$ cat src/rtl/tx_sched_pkg.sv
// tx_sched_pkg: shared widths, requester indices and FSM states for the TX scheduler.
package tx_sched_pkg;
  localparam int AW = 11;
  localparam int CW = 16;
  localparam int NREQ = 2;
  localparam int REQ_ADC = 0;
  localparam int REQ_STS = 1;
  typedef enum logic [1:0] {ST_IDLE, ST_GRANT, ST_SEND, ST_GAP} state_t;
endpackage

$ cat src/rtl/tx_sched_if.sv
// tx_sched_if: requester/TX-engine side signals of the scheduler.
import tx_sched_pkg::*;

interface tx_sched_if;
  logic [NREQ-1:0] req;
  logic [AW-1:0] base0;
  logic [AW-1:0] base1;
  logic done;
  logic [NREQ-1:0] grant;
  logic start;
  logic [AW-1:0] txbase;
  logic [AW-1:0] txlen;
  logic [NREQ-1:0] ack;
  logic err;
  logic [CW-1:0] fcnt0;
  logic [CW-1:0] fcnt1;
  modport master (input req, base0, base1, done,
                  output grant, start, txbase, txlen, ack, err, fcnt0, fcnt1);
  modport slave (output req, base0, base1, done,
                 input grant, start, txbase, txlen, ack, err, fcnt0, fcnt1);
endinterface

$ cat src/rtl/tx_sched_cyc_timer.sv
// cyc_timer: loadable down-counter that stops at zero and flags expiry.
module cyc_timer #(
  parameter int W = 8
) (
  input  logic clk,
  input  logic rst,
  input  logic load,
  input  logic [W-1:0] val,
  output logic expired
);
  logic [W-1:0] cnt;
  always_ff @(posedge clk or posedge rst)
    if (rst) cnt <= '0;
    else if (load) cnt <= val;
    else if (cnt != '0) cnt <= cnt - W'(1);
  assign expired = cnt == '0;
endmodule

$ cat src/rtl/tx_sched.sv
// tx_sched: round-robin arbiter launching fixed-length frames into the TX engine with timeout and inter-frame gap.
import tx_sched_pkg::*;

module tx_sched #(
  parameter int FRAME_LEN = 1024,
  parameter int GAP = 12,
  parameter int TIMEOUT = 4096
) (
  input logic clk125,
  input logic reset,
  tx_sched_if.master bus
);
  state_t state, state_n;
  logic last, last_n, win;
  logic [NREQ-1:0] grant_n, ack_n;
  logic start_n, err_n, gap_exp, to_exp;
  logic [AW-1:0] txbase_n;
  logic [CW-1:0] cnt0, cnt1;
  // last holds the requester granted most recently; ties go to the other one
  always_comb begin
    win = bus.req[REQ_STS] & (~bus.req[REQ_ADC] | ~last);
    state_n = state;
    last_n = last;
    grant_n = bus.grant;
    txbase_n = bus.txbase;
    start_n = 1'b0;
    ack_n = '0;
    err_n = 1'b0;
    case (state)
      ST_IDLE: if (bus.req != '0) begin
        state_n = ST_GRANT;
        last_n = win;
        grant_n = win ? 2'b10 : 2'b01;
        txbase_n = win ? bus.base1 : bus.base0;
        start_n = 1'b1;
      end
      ST_GRANT: state_n = ST_SEND;
      ST_SEND: if (bus.done || to_exp) begin
        state_n = ST_GAP;
        grant_n = '0;
        ack_n = bus.done ? bus.grant : '0;
        err_n = ~bus.done;
      end
      ST_GAP: state_n = gap_exp ? ST_IDLE : ST_GAP;
      default: state_n = ST_IDLE;
    endcase
  end
  always_ff @(posedge clk125 or posedge reset)
    if (reset) begin
      state <= ST_IDLE;
      last <= 1'b1;
      bus.grant <= '0;
      bus.start <= 1'b0;
      bus.txbase <= '0;
      bus.ack <= '0;
      bus.err <= 1'b0;
      cnt0 <= '0;
      cnt1 <= '0;
    end else begin
      state <= state_n;
      last <= last_n;
      bus.grant <= grant_n;
      bus.start <= start_n;
      bus.txbase <= txbase_n;
      bus.ack <= ack_n;
      bus.err <= err_n;
      if (ack_n[REQ_ADC]) cnt0 <= cnt0 + CW'(1);
      if (ack_n[REQ_STS]) cnt1 <= cnt1 + CW'(1);
    end
  assign bus.txlen = AW'(FRAME_LEN);
  assign bus.fcnt0 = cnt0;
  assign bus.fcnt1 = cnt1;
  cyc_timer #(.W(16)) u_to (
    .clk(clk125), .rst(reset), .load(start_n), .val(16'(TIMEOUT)), .expired(to_exp)
  );
  cyc_timer #(.W(8)) u_gap (
    .clk(clk125), .rst(reset), .load(state == ST_SEND && state_n == ST_GAP),
    .val(8'(GAP)), .expired(gap_exp)
  );
endmodule

$ cat src/flat_wrapper.sv
// flat-port wrapper written by rule: the top's interface ports become plain ports
module tx_sched_flat 
#(
  parameter int FRAME_LEN = 1024,
  parameter int GAP = 12,
  parameter int TIMEOUT = 4096
)
  (clk125, reset, bus_req, bus_base0, bus_base1, bus_done, bus_grant, bus_start, bus_txbase, bus_txlen, bus_ack, bus_err, bus_fcnt0, bus_fcnt1);
  tx_sched_if bus_i ();
  input logic clk125;
  input logic reset;
  input wire logic [$bits(bus_i.req)-1:0] bus_req;
  input wire logic [$bits(bus_i.base0)-1:0] bus_base0;
  input wire logic [$bits(bus_i.base1)-1:0] bus_base1;
  input wire logic [$bits(bus_i.done)-1:0] bus_done;
  output wire logic [$bits(bus_i.grant)-1:0] bus_grant;
  output wire logic [$bits(bus_i.start)-1:0] bus_start;
  output wire logic [$bits(bus_i.txbase)-1:0] bus_txbase;
  output wire logic [$bits(bus_i.txlen)-1:0] bus_txlen;
  output wire logic [$bits(bus_i.ack)-1:0] bus_ack;
  output wire logic [$bits(bus_i.err)-1:0] bus_err;
  output wire logic [$bits(bus_i.fcnt0)-1:0] bus_fcnt0;
  output wire logic [$bits(bus_i.fcnt1)-1:0] bus_fcnt1;
  assign bus_i.req = bus_req;
  assign bus_i.base0 = bus_base0;
  assign bus_i.base1 = bus_base1;
  assign bus_i.done = bus_done;
  assign bus_grant = bus_i.grant;
  assign bus_start = bus_i.start;
  assign bus_txbase = bus_i.txbase;
  assign bus_txlen = bus_i.txlen;
  assign bus_ack = bus_i.ack;
  assign bus_err = bus_i.err;
  assign bus_fcnt0 = bus_i.fcnt0;
  assign bus_fcnt1 = bus_i.fcnt1;
  tx_sched #(.FRAME_LEN(FRAME_LEN), .GAP(GAP), .TIMEOUT(TIMEOUT)) u_core (.clk125(clk125), .reset(reset), .bus(bus_i));
endmodule
$ cat config.mk
export PLATFORM = sky130hd
export DESIGN_NAME = tx_sched_flat
export DESIGN_NICKNAME = d
export VERILOG_FILES = /design/src/rtl/tx_sched_pkg.sv /design/src/rtl/tx_sched_if.sv /design/src/rtl/tx_sched_cyc_timer.sv /design/src/rtl/tx_sched.sv /design/src/flat_wrapper.sv
export SDC_FILE = /design/constraint.sdc
export NUM_CORES = 1
export LEC_CHECK = 0
export CAP_MARGIN = 20
export CORE_MARGIN = 2
export CORE_UTILIZATION = 60
export DETAILED_ROUTE_END_ITERATION = 10
export DONT_BUFFER_PORTS = 1
export GPL_ROUTABILITY_DRIVEN = 1
export PLACE_DENSITY = 0.83
export SLEW_MARGIN = 20
export SYNTH_ARGS = -nofsm -noshare
export SYNTH_HDL_FRONTEND = slang
export SYNTH_SLANG_ARGS = --single-unit
$ cat constraint.sdc
create_clock -name clk125 -period 3 [get_ports clk125]
set_input_delay 0.6 -clock clk125 [delete_from_list [all_inputs] [get_ports clk125]]
set_output_delay 0.6 -clock clk125 [all_outputs]
set_load 0.01 [all_outputs]
* Word-level counts from Yosys, hierarchy flattened
Index checks and enable logic that the tools add are counted. Widths: inputs -> output; s select.
Cells by class: $add $sub $neg 4, equal/unequal tests 6, mux-type cells 20, bitwise gates (word level) 5, reductions and logical operators 13
Operator list (number):
- $add 16x1->16 const B | 2
- $mux 16 | 2
- $mux 2 | 9
- $logic_not 16->1 | 1
- $mux 8 | 2
- $reduce_bool 16->1 | 1
- $sub 16x1->16 const B | 1
- $mux 11 | 1
- $logic_not 8->1 | 1
- $pmux 2 s4 | 1
- $reduce_bool 2->1 | 4
- $reduce_bool 8->1 | 1
- $sub 8x1->8 const B | 1
- $eq 2x2->1 const B | 3
- $mux 1 | 4
- $ne 2x1->1 const B | 2
- $pmux 2 s2 | 1
- $not 1->1 | 3
- $reduce_and 3->1 | 1
- $eq 2x1->1 const B | 1
- $logic_not 2->1 | 1
- $reduce_and 2->1 | 1
- $and 1x1->1 | 1
- $logic_and 1x1->1 | 1
- 2 further kinds | 2
Word-level totals: flip-flop bits (word level) 76, bits of input ports 27, output and inout bits 60, logic and storage cells 59

* Longest topological paths before layout
Gate-level depths: netlist of run 1.
depth after elaboration 7, mapped depth 7

* By module
From an unflattened synthesis of run 1, not the netlist that was laid out.
Second synthesis, totals: cells, all modules 368, area, all modules 3831.2 µm²
By module, submodules not included:
- tx_sched | times used 1, cells each 210, area an instance 2341.0 µm², sequential area each 1302.5 µm²
- cyc_timer at u_core.u_to | times used 1, cells each 102, area an instance 993.5 µm², sequential area each 400.4 µm²
- cyc_timer at u_core.u_gap | times used 1, cells each 56, area an instance 496.7 µm², sequential area each 200.2 µm²

* Least setup slack after synthesis of run 1
Ideal clock, no wire load.
path kind reg-to-reg, start point register u_core.u_to.cnt[6], end point register u_core.u_to.cnt[12], arrival 1.613 ns, data required time 2.857 ns, path slack 1.245 ns, stages on the path, launching flop included 5, cell sequence dfrtp_1 -> or4_4 -> a2111oi_4 -> and3_2 -> o21ai_0
Between the ends: word-level cells in the longest chain between the ends 3, elaborated cells on any way between the ends 5, those cells by class add/sub (1); mux (2); reduce/logical (2)
RTL lines:
- start: declaration | line tx_sched_cyc_timer.sv:11 | logic [W-1:0] cnt;
- start signal: assignment | line tx_sched_cyc_timer.sv:14 | else if (load) cnt <= val;
- start signal: assignment | line tx_sched_cyc_timer.sv:15 | else if (cnt != '0) cnt <= cnt - W'(1);
- $sub 16x1->16 | line tx_sched_cyc_timer.sv:15
- $mux 16 | line tx_sched_cyc_timer.sv:15
- $mux 16 | line tx_sched_cyc_timer.sv:14
Parallel ways exist; a longest one is shown, timed or not. The select of a mux whose other input is x is not followed. A chain may end at the register's enable or synchronous reset.

* Worst setup path after layout of run 1
start point register u_core.u_to.cnt[0], end point register u_core.bus.grant[0]
Between the ends: word-level cells in the longest chain between the ends 4
RTL lines:
- $logic_not 16->1 | line tx_sched_cyc_timer.sv:16 | assign expired = cnt == '0;
- $logic_or 1x1->1 | line tx_sched.sv:38 | ST_SEND: if (bus.done || to_exp) begin
- $ne 2x1->1 (no line)
- $reduce_and 3->1 (no line)
- end signal: assignment | line tx_sched.sv:62 | bus.grant <= grant_n;
- end: declaration | line tx_sched_if.sv:18 | output grant, start, txbase, txlen, ack, err, fcnt0, fcnt1);
Every way passes these cells.

==> results of run 1 <==
registers in the layout, summed over array words and instances, names as in the netlist:
name / flops
u_core.bus.ack: 2
u_core.bus.err: 1
u_core.bus.fcnt0: 16
u_core.bus.fcnt1: 16
u_core.bus.grant: 2
u_core.bus.start: 1
u_core.bus.txbase: 11
u_core.last: 1
u_core.state: 2
u_core.u_gap.cnt: 8
u_core.u_to.cnt: 16
area by class of cell:
class                   instances  area share
clock buffers                  12      0.0394
clock inverters                 4      0.0184
inverters                      12      0.0114
multi-input cells             254       0.415
flip-flops and latches         76       0.483
well taps                      75      0.0238
repair buffers                  3     0.00889
report_power, final:
part / leakage, nW / total, mW / switching [mW] / internal (mW)
combinational: 0.645 / 0.834 / 0.461 / 0.373
clock: 0.113 / 0.879 / 0.366 / 0.513
sequential: 0.987 / 1.67 / 0.367 / 1.30
logic make-up (layout without fill, tap and decap cells):
kind of cell,count (synthesis),after routing
multiplexers,15,15
AND/OR/NAND/NOR,139,139
buffers and inverters,30,31
flip-flops,76,76
other,2,11
XOR/XNOR,33,33
AO/OA/AOI/OAI,52,52
adder cells (fa/ha/maj),4,4
metrics by stage:
| step | setup WS (ps) | cells | utilization | hold slack [ps] |
|---|---|---|---|---|
| after detailed placement | 1050 | 420 | 0.627 | 524 |
| after global placement | 1120 | 420 | 0.627 | 511 |
| after global routing | 819 | 436 | 0.665 | 282 |
| final | 998 | 436 | 0.665 | 228 |
| after CTS | 1000 | 436 | 0.665 | 245 |
| after floorplan | 463 | 360 | - | 487 |
layout by cell type (no fill, tap or decap), types with 5 or more instances in the layout:
master     n
dfrtp_1   75
nand2_1   44
xnor2_1   27
nor2_1    22
a21oi_1   16
o21ai_0   16
mux2i_1   14
nand4_1   13
nand3_1   13
conb_1    11
clkbuf_8  11
inv_1     10
or3_1      6
xor2_1     6
nor3_1     5
final timing paths:
path | slack (ps) | end | cells after the start
worst max register to register | 1000 | u_core.bus.grant[0] | 6
worst max-delay path | 1000 | u_core.bus.grant[0] | 6
worst min-delay path | 230 | u_core.bus.fcnt1[14] | 1
max in group asynchronous | 2050 | u_core.last | 2
worst min register to register | 530 | u_core.last | 2
min in group clk125 | 310 | u_core.last | 1
per-layer routing:
metal / up-vias / track usage / share of wire
met5: - / 0 / 0
met4: 0 / 0.0917 / 0.0079
met3: 8 / 0.0802 / 0.088
li1: 1231 / - / -
met1: 1272 / 0.260 / 0.42
met2: 95 / 0.377 / 0.48
==> qor.yml, run 1 <==
path_max_fanout: 11
finClkSkew_ps: 10.5
port_buffers: 0
synth_compound_area_frac: 0.0920
r2r_start: "u_core.u_to.cnt[0]"
power.total_mw: 3.38
dr.pass1.iters: 4
drive_above_1_share: 0.0914
clock_latency_ps: 350
vdd_drop_max_v: 0.000560
synth_most_common_cell: "dfrtp_1"
htree_num_levels: 3
core_mm2: 0.00592
routed_wl_mm: 6.96
num_rows: 28
cts_setup_buffers: 0
critPathLaunchType: "flip-flop"
slowest_delay_ps: 390
syn_to_final_growth_pct: 7.73
synth_edf_count: 0
fmax_ghz: 0.499
synth_top_family_by_area: "simple AND/OR/NAND/NOR gates"
grt_start_max_net_pins: 46
avgRoutedWirePerCell_um: 16.0
crit_start: "u_core.u_to.cnt[0]"
synth_top_area_share: 0.513
clock_path_buffers: 2
grt_pass1_wl_mm: 11.5
multi_input_area_mm2: 0.00164
diodes: 0
period_share: 0.667
routabilityCongestion: 0.805
cts_root_buf: "clkbuf_8"
synth_seq_cells: 76
worst_pin_slew_ps: 681
ant_nets: 0
hold_viol: 0
hp-class: "in2async"
final_area_mm2: 0.00394
worstPathArrival_ps: 2220
start_util: 0.618
tns_ps: 0
syn_area_mm2: 0.00366
cap_violations: 0
endpoint_kind: "flip-flop"
post-route-drc-count: 0
clkTransAtPathRegs_ps: 80
crit_buf_inv: 1
p_per_area_mw_per_mm2: 858
drt_iter0_drc: 115
status: "finished clean"
period_needed_ps: 2000
synth-async-reset-ratio: 1.00
synthFlopType: "dfrtp_1"
path_cells: "inv_1 -> ha_1 -> nor3b_1 -> and4_1 -> o21a_1 -> o22ai_1"
crit_slowest_cell: "dfrtp_1"
ctsResizeCount: 0
synth.top_cells.by_count: "dfrtp_1, nand2_1, xnor2_1, nor2_1, o21ai_0"
cts_inserted_buffers: 9
die_x_um: 82.1
yosysSeqAreaShare: 0.520
ys_warn_count: 0
die-height_um: 82.1
setup_viol: 0
cts_tree: "done"
holdBufCountCts: 0
grt_usage: 0.224
place_area_mm2: 0.00371
synthXorXnorAreaFrac: 0.0790
clock-sinks: 76
pin_count: 87
rsz0062_at_grt: "no"
maxSlewViolCount: 0
hpwlAfterDp_mm: 4.93
synth_area_leaders: "dfrtp_1, xnor2_1, nand2_1"
syn_avg_cell_area_um2: 10.4
synth_fa_ha_area_frac: 0.0137
synthCells: 351
die-area_mm2: 0.00674
synth_top_cell_by_area: "dfrtp_1"
grt_pass1_vias: 2567
regArea_mm2: 0.00190
p_leak_nw: 1.74
path_class: "reg2reg"
synthSimpleGateAreaFrac: 0.209
antenna_found_initial: 0
slew-limit-headroom: 0.546
overflow: 0
worst_ep_required_time_ps: 3220
num_vias: 2606
critPathTopFamily: "simple AND/OR/NAND/NOR gates"
nets: 387
fillers: 454
synth_mux_area_frac: 0.0414
via_per_inst: 5.98
ys_types: 53
Note: power is estimated with default switching activity, not from simulation.
==> run 2: changes to the inputs <==
CORE_UTILIZATION = 57   (was 60)
PLACE_DENSITY = 0.82   (was 0.83)
clock period = 1.7 ns   (was 3 ns; I/O delays follow)
==> qor.yml, run 2 (synthesis results as in run 1) <==
status: "finished, violations left"
violations: "setup timing"
endpoint_kind: "flip-flop"
die_x_um: 84.1  # +2.5%
internal_power_mw: 4.37  # +100%
die-height_um: 84.1  # +2.5%
overflow: 0  # unchanged
cts_inserted_buffers: 9  # unchanged
mostFrequentLayoutCell: "dfrtp_1"
cap_violations: 0  # unchanged
rsz0062_at_grt: "yes"
clock_path_buffers: 2  # unchanged
power.share.clock: 0.238  # -0.022
path_class: "reg2reg"
drt_iter0_drc: 197  # +71%
grt_pass1_wl_mm: 12.9  # +13%
pin_count: 87  # unchanged
nets: 437  # +13%
period_needed_ps: 1820  # -184 ps
dp.cells: 467  # +11%
p_per_area_mw_per_mm2: 1500  # +75%
antenna_found_initial: 0  # unchanged
clock_latency_ps: 350  # about the same
hp-class: "in2reg"
setup_ws_ps: -118  # -1120 ps
final_util: 0.712  # +0.0461
avgRoutedWirePerCell_um: 16.8  # +5.4%
p_switching_mw: 2.33  # +96%
num_rows: 29  # +3.6%
setup_viol: 10  # +10
via_per_inst: 5.86  # -1.9%
syn_to_final_growth_pct: 22.1
port_buffers: 0  # unchanged
sw_frac_of_total: 0.348  # -0.00465
cts_root_buf: "clkbuf_8"
period_share: 1.07  # +0.402
post-route-drc-count: 0  # unchanged
drive_above_1_share: 0.257  # +0.165
die-area_mm2: 0.00707  # +5.0%
dp_worst_setup_slack_ps: -121  # -1180 ps
num_vias: 2849  # +9.3%
fillers: 448  # -1.3%
ant_nets: 0  # unchanged
core_mm2: 0.00628  # +6.0%
vdd_drop_max_v: 0.000806  # +44%
clkTransAtPathRegs_ps: 80  # about the same
routed_wl_mm: 8.17  # +17%
diodes: 0  # unchanged
path_max_fanout: 3  # -8
worst_ep_required_time_ps: 1930  # -1290 ps
clock-sinks: 76  # unchanged
p_leak_nw: 2.02  # +16%
hold_viol: 0  # unchanged
most-common-layout-cells: "dfrtp_1, buf_4, nand2_1, xnor2_1, nor2_1"
critPathLaunchType: "flip-flop"
fmax_ghz: 0.550  # +10%
seqPwrFrac: 0.421  # -0.073
dr.pass1.iters: 4  # unchanged
comb_power_share: 0.340  # +0.093
worstPathArrival_ps: 2050  # -170 ps
grt_start_max_net_pins: 41  # -11%
start_util: 0.583  # -0.0351
maxSlewViolCount: 0  # unchanged
fin_cells: 486  # +11%
grt_pass1_vias: 2745  # +6.9%
hpwlAfterDp_mm: 5.61  # +14%
tns_ps: -519  # -519 ps
grt_usage: 0.230  # +0.00602
htree_num_levels: 3  # unchanged
routabilityCongestion: 0.831  # +3.2%
cts_tree: "done"
finClkSkew_ps: 10.3  # -0.200 ps
==> run 2: changes by cell type in the layout (fill, tap and decap cells not counted), sizes merged <==
cell	previous run	this run
clkinvlp	1	2
clkbuf	12	9
dlygate4sd3	0	1
inv	11	10
bufinv	2	3
buf	3	52
==> run 2: final timing paths <==
kind | start | end | slack, ps | cells after the start
min in group asynchronous | reset | u_core.bus.fcnt1[12] | 450 | 2
setup / recovery | u_core.u_to.cnt[5] | u_core.u_to.cnt[10] | -120 | 5
setup reg to reg | u_core.u_to.cnt[5] | u_core.u_to.cnt[10] | -120 | 5
hold / removal | bus_done | u_core.bus.err | 50 | 1
max in group asynchronous | reset | u_core.u_to.cnt[2] | 610 | 3
hold reg to reg | u_core.u_gap.cnt[2] | u_core.u_gap.cnt[2] | 530 | 1
==> run 2: worst max-delay path, stage by stage, from the launching register on <==
cell and delay, ps:
dfrtp_1 380, or4_4 560, a2111oi_4 420, buf_4 190
xnor2_2 100, nor2_1 60
==> run 2: what timing repair did <==
| action | 4_1_cts | 5_1_grt |
|---|---|---|
| buffers inserted | 0 | 4 |
| endpoints found under the setup margin | 14 | 32 |
| endpoints found under the hold margin | 13 | 0 |
| pin swaps | 3 | 14 |
| hold buffers | 1 | 0 |
| resized for setup | 7 | 24 |
| gates cloned | 0 | 0 |
==> run 2: power by group through the flow <==
stage,combinational (mW),clock [mW],sequential [mW]
floorplan,1.25,0,2.83
global placement,1.93,0,2.81
detailed placement,2.01,0,2.83
CTS,2.06,1.63,2.81
global route,2.52,1.73,2.88
finish,2.28,1.60,2.82
==> run 2: stage by stage <==
| stage | cell area, um2 | hold WS (ps) | power (mW) |
|---|---|---|---|
| 2_1_floorplan | 3700 | 410 | 4.07 |
| 3_3_place_gp | 4070 | 200 | 4.73 |
| 3_5_place_dp | 4070 | 204 | 4.85 |
| 4_1_cts | 4340 | 46.0 | 6.50 |
| 5_1_grt | 4470 | 35.5 | 7.13 |
| 6_report | 4470 | 50.4 | 6.70 |
==> run 2: area by class of cell <==
type                       instances  area, um2  area share
multi-input combinational        254       1750       0.392
clock buffer                       9        124      0.0277
timing repair buffer              53        437      0.0978
tap                               77       96.3      0.0216
sequential                        76       1910       0.427
inverter                          12       48.8      0.0109
clock inverter                     5        103      0.0230
==> run 2: metal layers <==
layer	GRT usage	wire (um)
met5	0	0
met1	0.278	3300
met2	0.374	4160
met4	0.0909	81
met3	0.0880	625
==> run 3: changes to the inputs <==
CAP_MARGIN = 30   (was 20)
SLEW_MARGIN = unset   (was 20)
==> results of run 3 <==
The final DEF is identical to that of run 2; final timing and power are the same.
==> RTL change 1 (settings of run 2) <==
Encoding of `state_t`: now one-hot (4 bits for 4 states).
--- a/src/rtl/tx_sched_pkg.sv
+++ b/src/rtl/tx_sched_pkg.sv
@@ -7,3 +7,3 @@
   localparam int REQ_STS = 1;
-  typedef enum logic [1:0] {ST_IDLE, ST_GRANT, ST_SEND, ST_GAP} state_t;
+  typedef enum logic [3:0] {ST_IDLE = 4'b0001, ST_GRANT = 4'b0010, ST_SEND = 4'b0100, ST_GAP = 4'b1000} state_t;
 endpackage
Behaviour: no difference found for any inputs over 10 cycles, from zero or initial values and one cycle with reset high; not proved beyond that.
==> RTL change 1 against run 2 <==
- count of clock-buffer cells in the layout rose by 1
- sequential cell count grew 2
- routed wire length up 27%
- synthesized area increased by 5.5%
- power grew 13%
- critical endpoint is now u_core.u_to.cnt[5]
- worst setup slack lost 0.22 ns
- final cell count rose by 6.6%
- the flow still finishes with violations (setup timing)
- design area is 13% higher
==> RTL change 1: results (changes against run 2) <==
----------------------------------------------------
[Drt]
  Initial drt markers ... 214 (was 197)
  Total length of routed wires ... 10.37 mm (was 8.170 mm)

[Worst setup path]
  Cell type of the slowest stage on the worst timing path ... sky130_fd_sc_hd__or4b_4 (was sky130_fd_sc_hd__or4_4)
  Maximum fanout along the worst path ... 5 (was 3)
  Endpoint arrival time on the critical path ... 2.33 ns (was 2.05 ns)
  Delay contributed by the slowest stage of the critical path ... 0.61 ns (was 0.56 ns)

[Synth]
  Post-Synth XOR/XNOR Area ... 0.08169 (was 0.07903)
  Commonest cells post-synth ... sky130_fd_sc_hd__dfrtp_1, sky130_fd_sc_hd__nand2_1, sky130_fd_sc_hd__xnor2_1 (unchanged)
  Part of the Yosys area used for sequential elements ... 0.5063 (was 0.5204)
  Arithmetic-cell share of the synthesized area counting full adders, half adders and majority gates ... 0.01945 (was 0.01368)
  Synth unique cells ... 55 (was 53)

[Timing]
  Setup violators final ... 53 (was 10)
  Final Worst Setup Slack ... -0.3395 ns (was -0.1182 ns)
  Final setup TNS ... -10.18 ns (was -0.5188 ns)

[Pwr]
  Internal power ... 4.660 mW (was 4.368 mW)
  PwrDens ... 1504 mW/mm^2 (was 1501 mW/mm^2)
  Static Leakage ... 2.391 nW (was 2.020 nW)

[Placement]
  Placed standard-cell area ... 0.004533 mm^2 (was 0.004074 mm^2)
  Count of placed standard cells including taps ... 490 (was 467)
  Post-DP HPWL ... 6.380 mm (was 5.609 mm)

[Global route]
  Vias in the first global route ... 3346 (was 2745)
  First-pass GRT wire length ... 15.98 mm (was 12.90 mm)
  Largest net degree at the start of global routing ... 68 (was 41)

[Die]
  Die extent in x ... 86.29 um (was 84.10 um)

[Clock network]
  Clock latency on the worst-skew pair ... 0.37 ns (was 0.35 ns)

[Status]
  Violations in the final reports ... setup timing (unchanged)
  Run status ... complete, but fails checks (unchanged)

----------------------------------------------------
RTL change 1: changes by cell type in the layout (fill, tap and decap cells not counted), moves of 6 or more:
cell,before,now
sky130_fd_sc_hd__nand2_1,43,32
sky130_fd_sc_hd__xor2_1,6,15
sky130_fd_sc_hd__buf_4,47,62
sky130_fd_sc_hd__nor2_1,19,7
sky130_fd_sc_hd__xnor2_1,26,18
sky130_fd_sc_hd__o21ai_1,1,7
RTL change 1: final timing paths:
kind / start / endpoint / cells past startpoint
max reg2reg: u_core.u_to.cnt[13] / u_core.u_to.cnt[5] / 4
max: u_core.u_to.cnt[13] / u_core.u_to.cnt[5] / 4
max in group asynchronous: reset / u_core.last / 3
min reg2reg: u_core.last / u_core.last / 2
min in group asynchronous: reset / u_core.bus.fcnt0[13] / 2
min: bus_done / u_core.bus.err / 1
RTL change 1: final cells by class:
type | count | area (um^2)
clock buffer | 10 | 127.6
fill | 380 | 1429
inverter | 10 | 41.29
sequential | 78 | 1954
timing repair buffer | 76 | 655.6
multi-input combinational | 261 | 2062
tap | 77 | 96.34
clock inverter | 6 | 92.59
RTL change 1: what timing repair did:
action                                  4_1_cts  5_1_grt
buffers inserted                              8        2
endpoints found under the setup margin       50       66
cloned                                        1        0
pin swaps                                    23       17
hold buffers                                  1        0
endpoints found under the hold margin        11        0
resized for setup                            29       18
RTL change 1: routing by layer:
| metal | wire (um) | vias up | track usage | part of all wire |
|---|---|---|---|---|
| li1 | - | 1431 | - | - |
| met1 | 3947 | 1562 | 0.3213 | 0.38 |
| met2 | 5281 | 157 | 0.4750 | 0.51 |
| met3 | 719 | 34 | 0.09238 | 0.069 |
| met4 | 419 | 0 | 0.1136 | 0.040 |
| met5 | 0 | - | 0 | 0 |
==> RTL change 2 (config.mk and constraints of run 2) <==
Made on the original files. `NREQ`: 2 -> 4.
--- a/src/rtl/tx_sched_pkg.sv
+++ b/src/rtl/tx_sched_pkg.sv
@@ -4,3 +4,3 @@
   localparam int CW = 16;
-  localparam int NREQ = 2;
+  localparam int NREQ = 4;
   localparam int REQ_ADC = 0;
Ports: changed (resized bus_ack, bus_grant and bus_req); port bits go from 87 to 93. The function was not compared with the original's and may differ.
==> RTL change 2 against run 2 <==
- the flow still finishes with violations (setup timing)
- sequential cell count did not move
- worst setup slack got worse by 0.34 ns
- highest routed layer unchanged
- routed wire length rose by 8.0%
- critical endpoint is now u_core.u_to.cnt[12]
- power fell by 5.2%
- critical path depth rose by 2
- largest power group unchanged
- design area rose by 0.59%
- synthesized area fell by 0.51%
==> RTL change 2: results (changes against run 2) <==
----------------------------------------------------
[Drt]
  Initial drt markers ... 206 (was 197)
  DR pass1 iterations ... 6 (was 4)
  Count of vias placed by the detailed router ... 2959 (was 2849)
  Wirelength per Cell ... 17.68 um (was 16.81 um)
  Total length of routed wires ... 8.824 mm (was 8.170 mm)

[Placement]
  RePlAce Congestion ... 0.8894 (was 0.8310)
  Placed standard-cell area ... 0.004039 mm^2 (was 0.004074 mm^2)

[Global route]
  Vias in the first global route ... 2800 (was 2745)
  Global-route total usage across every layer ... 0.2469 (was 0.2305)
  Largest net degree at the start of global routing ... 50 (was 41)

[Worst setup path]
  Endpoint arrival time on the critical path ... 2.43 ns (was 2.05 ns)
  Delay contributed by the slowest stage of the critical path ... 0.50 ns (was 0.56 ns)
  Maximum fanout along the worst path ... 8 (was 3)
  Worst reg-to-reg path cell count ... 7 (was 5)
  Reg-to-reg critical path startpoint ... u_core.u_to.cnt[0] (was u_core.u_to.cnt[5])
  Register-to-register setup slack ... -0.46 ns (was -0.12 ns)

[Pwr]
  Static Leakage ... 2.099 nW (was 2.020 nW)
  Peak VDD IR ... 0.9898 mV (was 0.8064 mV)

[Timing]
  Clock tree skew after final layout ... 0.01177 ns (was 0.01030 ns)
  Worst hold margin ... 0.06724 ns (was 0.05045 ns)
  Setup violators final ... 28 (was 10)
  Final setup TNS ... -9.353 ns (was -0.5188 ns)
  Final Worst Setup Slack ... -0.4552 ns (was -0.1182 ns)

[Status]
  Run status ... complete, but fails checks (unchanged)
  Violations in the final reports ... setup timing (unchanged)

[Cells and area]
  Fraction of final layout cells sized beyond drive strength 1 ... 0.2725 (was 0.2567)
  Number of nets in the finished design ... 450 (was 437)

[Synth]
  Post-Synth XOR/XNOR Area ... 0.07703 (was 0.07903)
  Synth unique cells ... 44 (was 53)
  Leading cell types by total area after synthesis ... sky130_fd_sc_hd__dfrtp_1, sky130_fd_sc_hd__xnor2_1, sky130_fd_sc_hd__buf_4 (was sky130_fd_sc_hd__dfrtp_1, sky130_fd_sc_hd__xnor2_1, sky130_fd_sc_hd__nand2_1)
  Share of synthesized area spent on multiplexers ... 0.005502 (was 0.04140)
  Commonest cells post-synth ... sky130_fd_sc_hd__dfrtp_1, sky130_fd_sc_hd__nand2_1, sky130_fd_sc_hd__nor2_1 (was sky130_fd_sc_hd__dfrtp_1, sky130_fd_sc_hd__nand2_1, sky130_fd_sc_hd__xnor2_1)
  Cells after synthesis ... 358 (was 351)
  Part of the Yosys area used for sequential elements ... 0.5230 (was 0.5204)
  Arithmetic-cell share of the synthesized area counting full adders, half adders and majority gates ... 0.01376 (was 0.01368)
  Compound-Gate Fraction of Synth Area ... 0.1114 (was 0.09203)

----------------------------------------------------
[RTL change 2: changes by cell type after synthesis, sizes merged, moves of 8 or more]
| cell | before | now |
|---|---|---|
| or4 | 3 | 11 |
| o21ai | 17 | 9 |
| a21o | 0 | 8 |
| nand2 | 44 | 29 |
| mux2i | 14 | 2 |
[RTL change 2: cell families (layout without fill, tap and decap cells)]
| family | after synthesis | after routing |
|---|---|---|
| xor+xnor | 32 | 32 |
| buf+inv | 41 | 92 |
| fa+ha+maj | 4 | 4 |
| simple gates | 138 | 138 |
| mux | 2 | 2 |
| flops | 76 | 76 |
| compound gates | 63 | 63 |
| other cells | 2 | 15 |
[RTL change 2: cell type report]
cell class / count / area share
Clock inverter: 6 / 0.01587
Multi-Input combinational cell: 254 / 0.3885
Tap cell: 77 / 0.02144
Clock buffer: 10 / 0.03063
Inverter: 17 / 0.01504
Timing Repair Buffer: 59 / 0.1050
Sequential cell: 76 / 0.4236
[RTL change 2: report_power, final]
group	switching (mW)	total [mW]	internal (mW)
sequential	0.408	2.66	2.26
clock	0.704	1.43	0.728
combinational	1.12	2.26	1.14
total	2.23	6.36	4.13
[RTL change 2: metal layers]
| layer | routed length (um) | GRT usage |
|---|---|---|
| met1 | 3589 | 0.3108 |
| met2 | 4487 | 0.4145 |
| met3 | 538 | 0.06330 |
| met4 | 209 | 0.08651 |
| met5 | 0 | 0 |
[RTL change 2: worst max path at each step]
stage | start | end | slack [ns] | depth (start not counted)
floorplan | u_core.u_to.cnt[0] | u_core.bus.grant[0] | -0.52 | 7
global placement | u_core.u_to.cnt[0] | u_core.bus.grant[0] | -0.39 | 6
detailed placement | u_core.u_to.cnt[0] | u_core.bus.grant[0] | -0.48 | 6
CTS | u_core.u_to.cnt[0] | u_core.bus.grant[1] | -0.46 | 6
global route | u_core.u_to.cnt[0] | u_core.u_to.cnt[12] | -0.51 | 7
finish | u_core.u_to.cnt[0] | u_core.u_to.cnt[12] | -0.46 | 7
[RTL change 2: repair_timing]
action / CTS / global route
endpoints found under the hold margin: 26 / 0
hold buffers: 1 / 0
pin swaps: 9 / 16
endpoints found under the setup margin: 39 / 34
gates resized for setup: 16 / 27
buffers inserted: 4 / 7
[RTL change 2: metrics by stage]
| stage | utilization | setup slack (ns) |
|---|---|---|
| floorplan | - | -0.5181 |
| global placement | 0.6434 | -0.3902 |
| detailed placement | 0.6434 | -0.4771 |
| CTS | 0.6926 | -0.4628 |
| global route | 0.7158 | -0.5133 |
| finish | 0.7158 | -0.4552 |
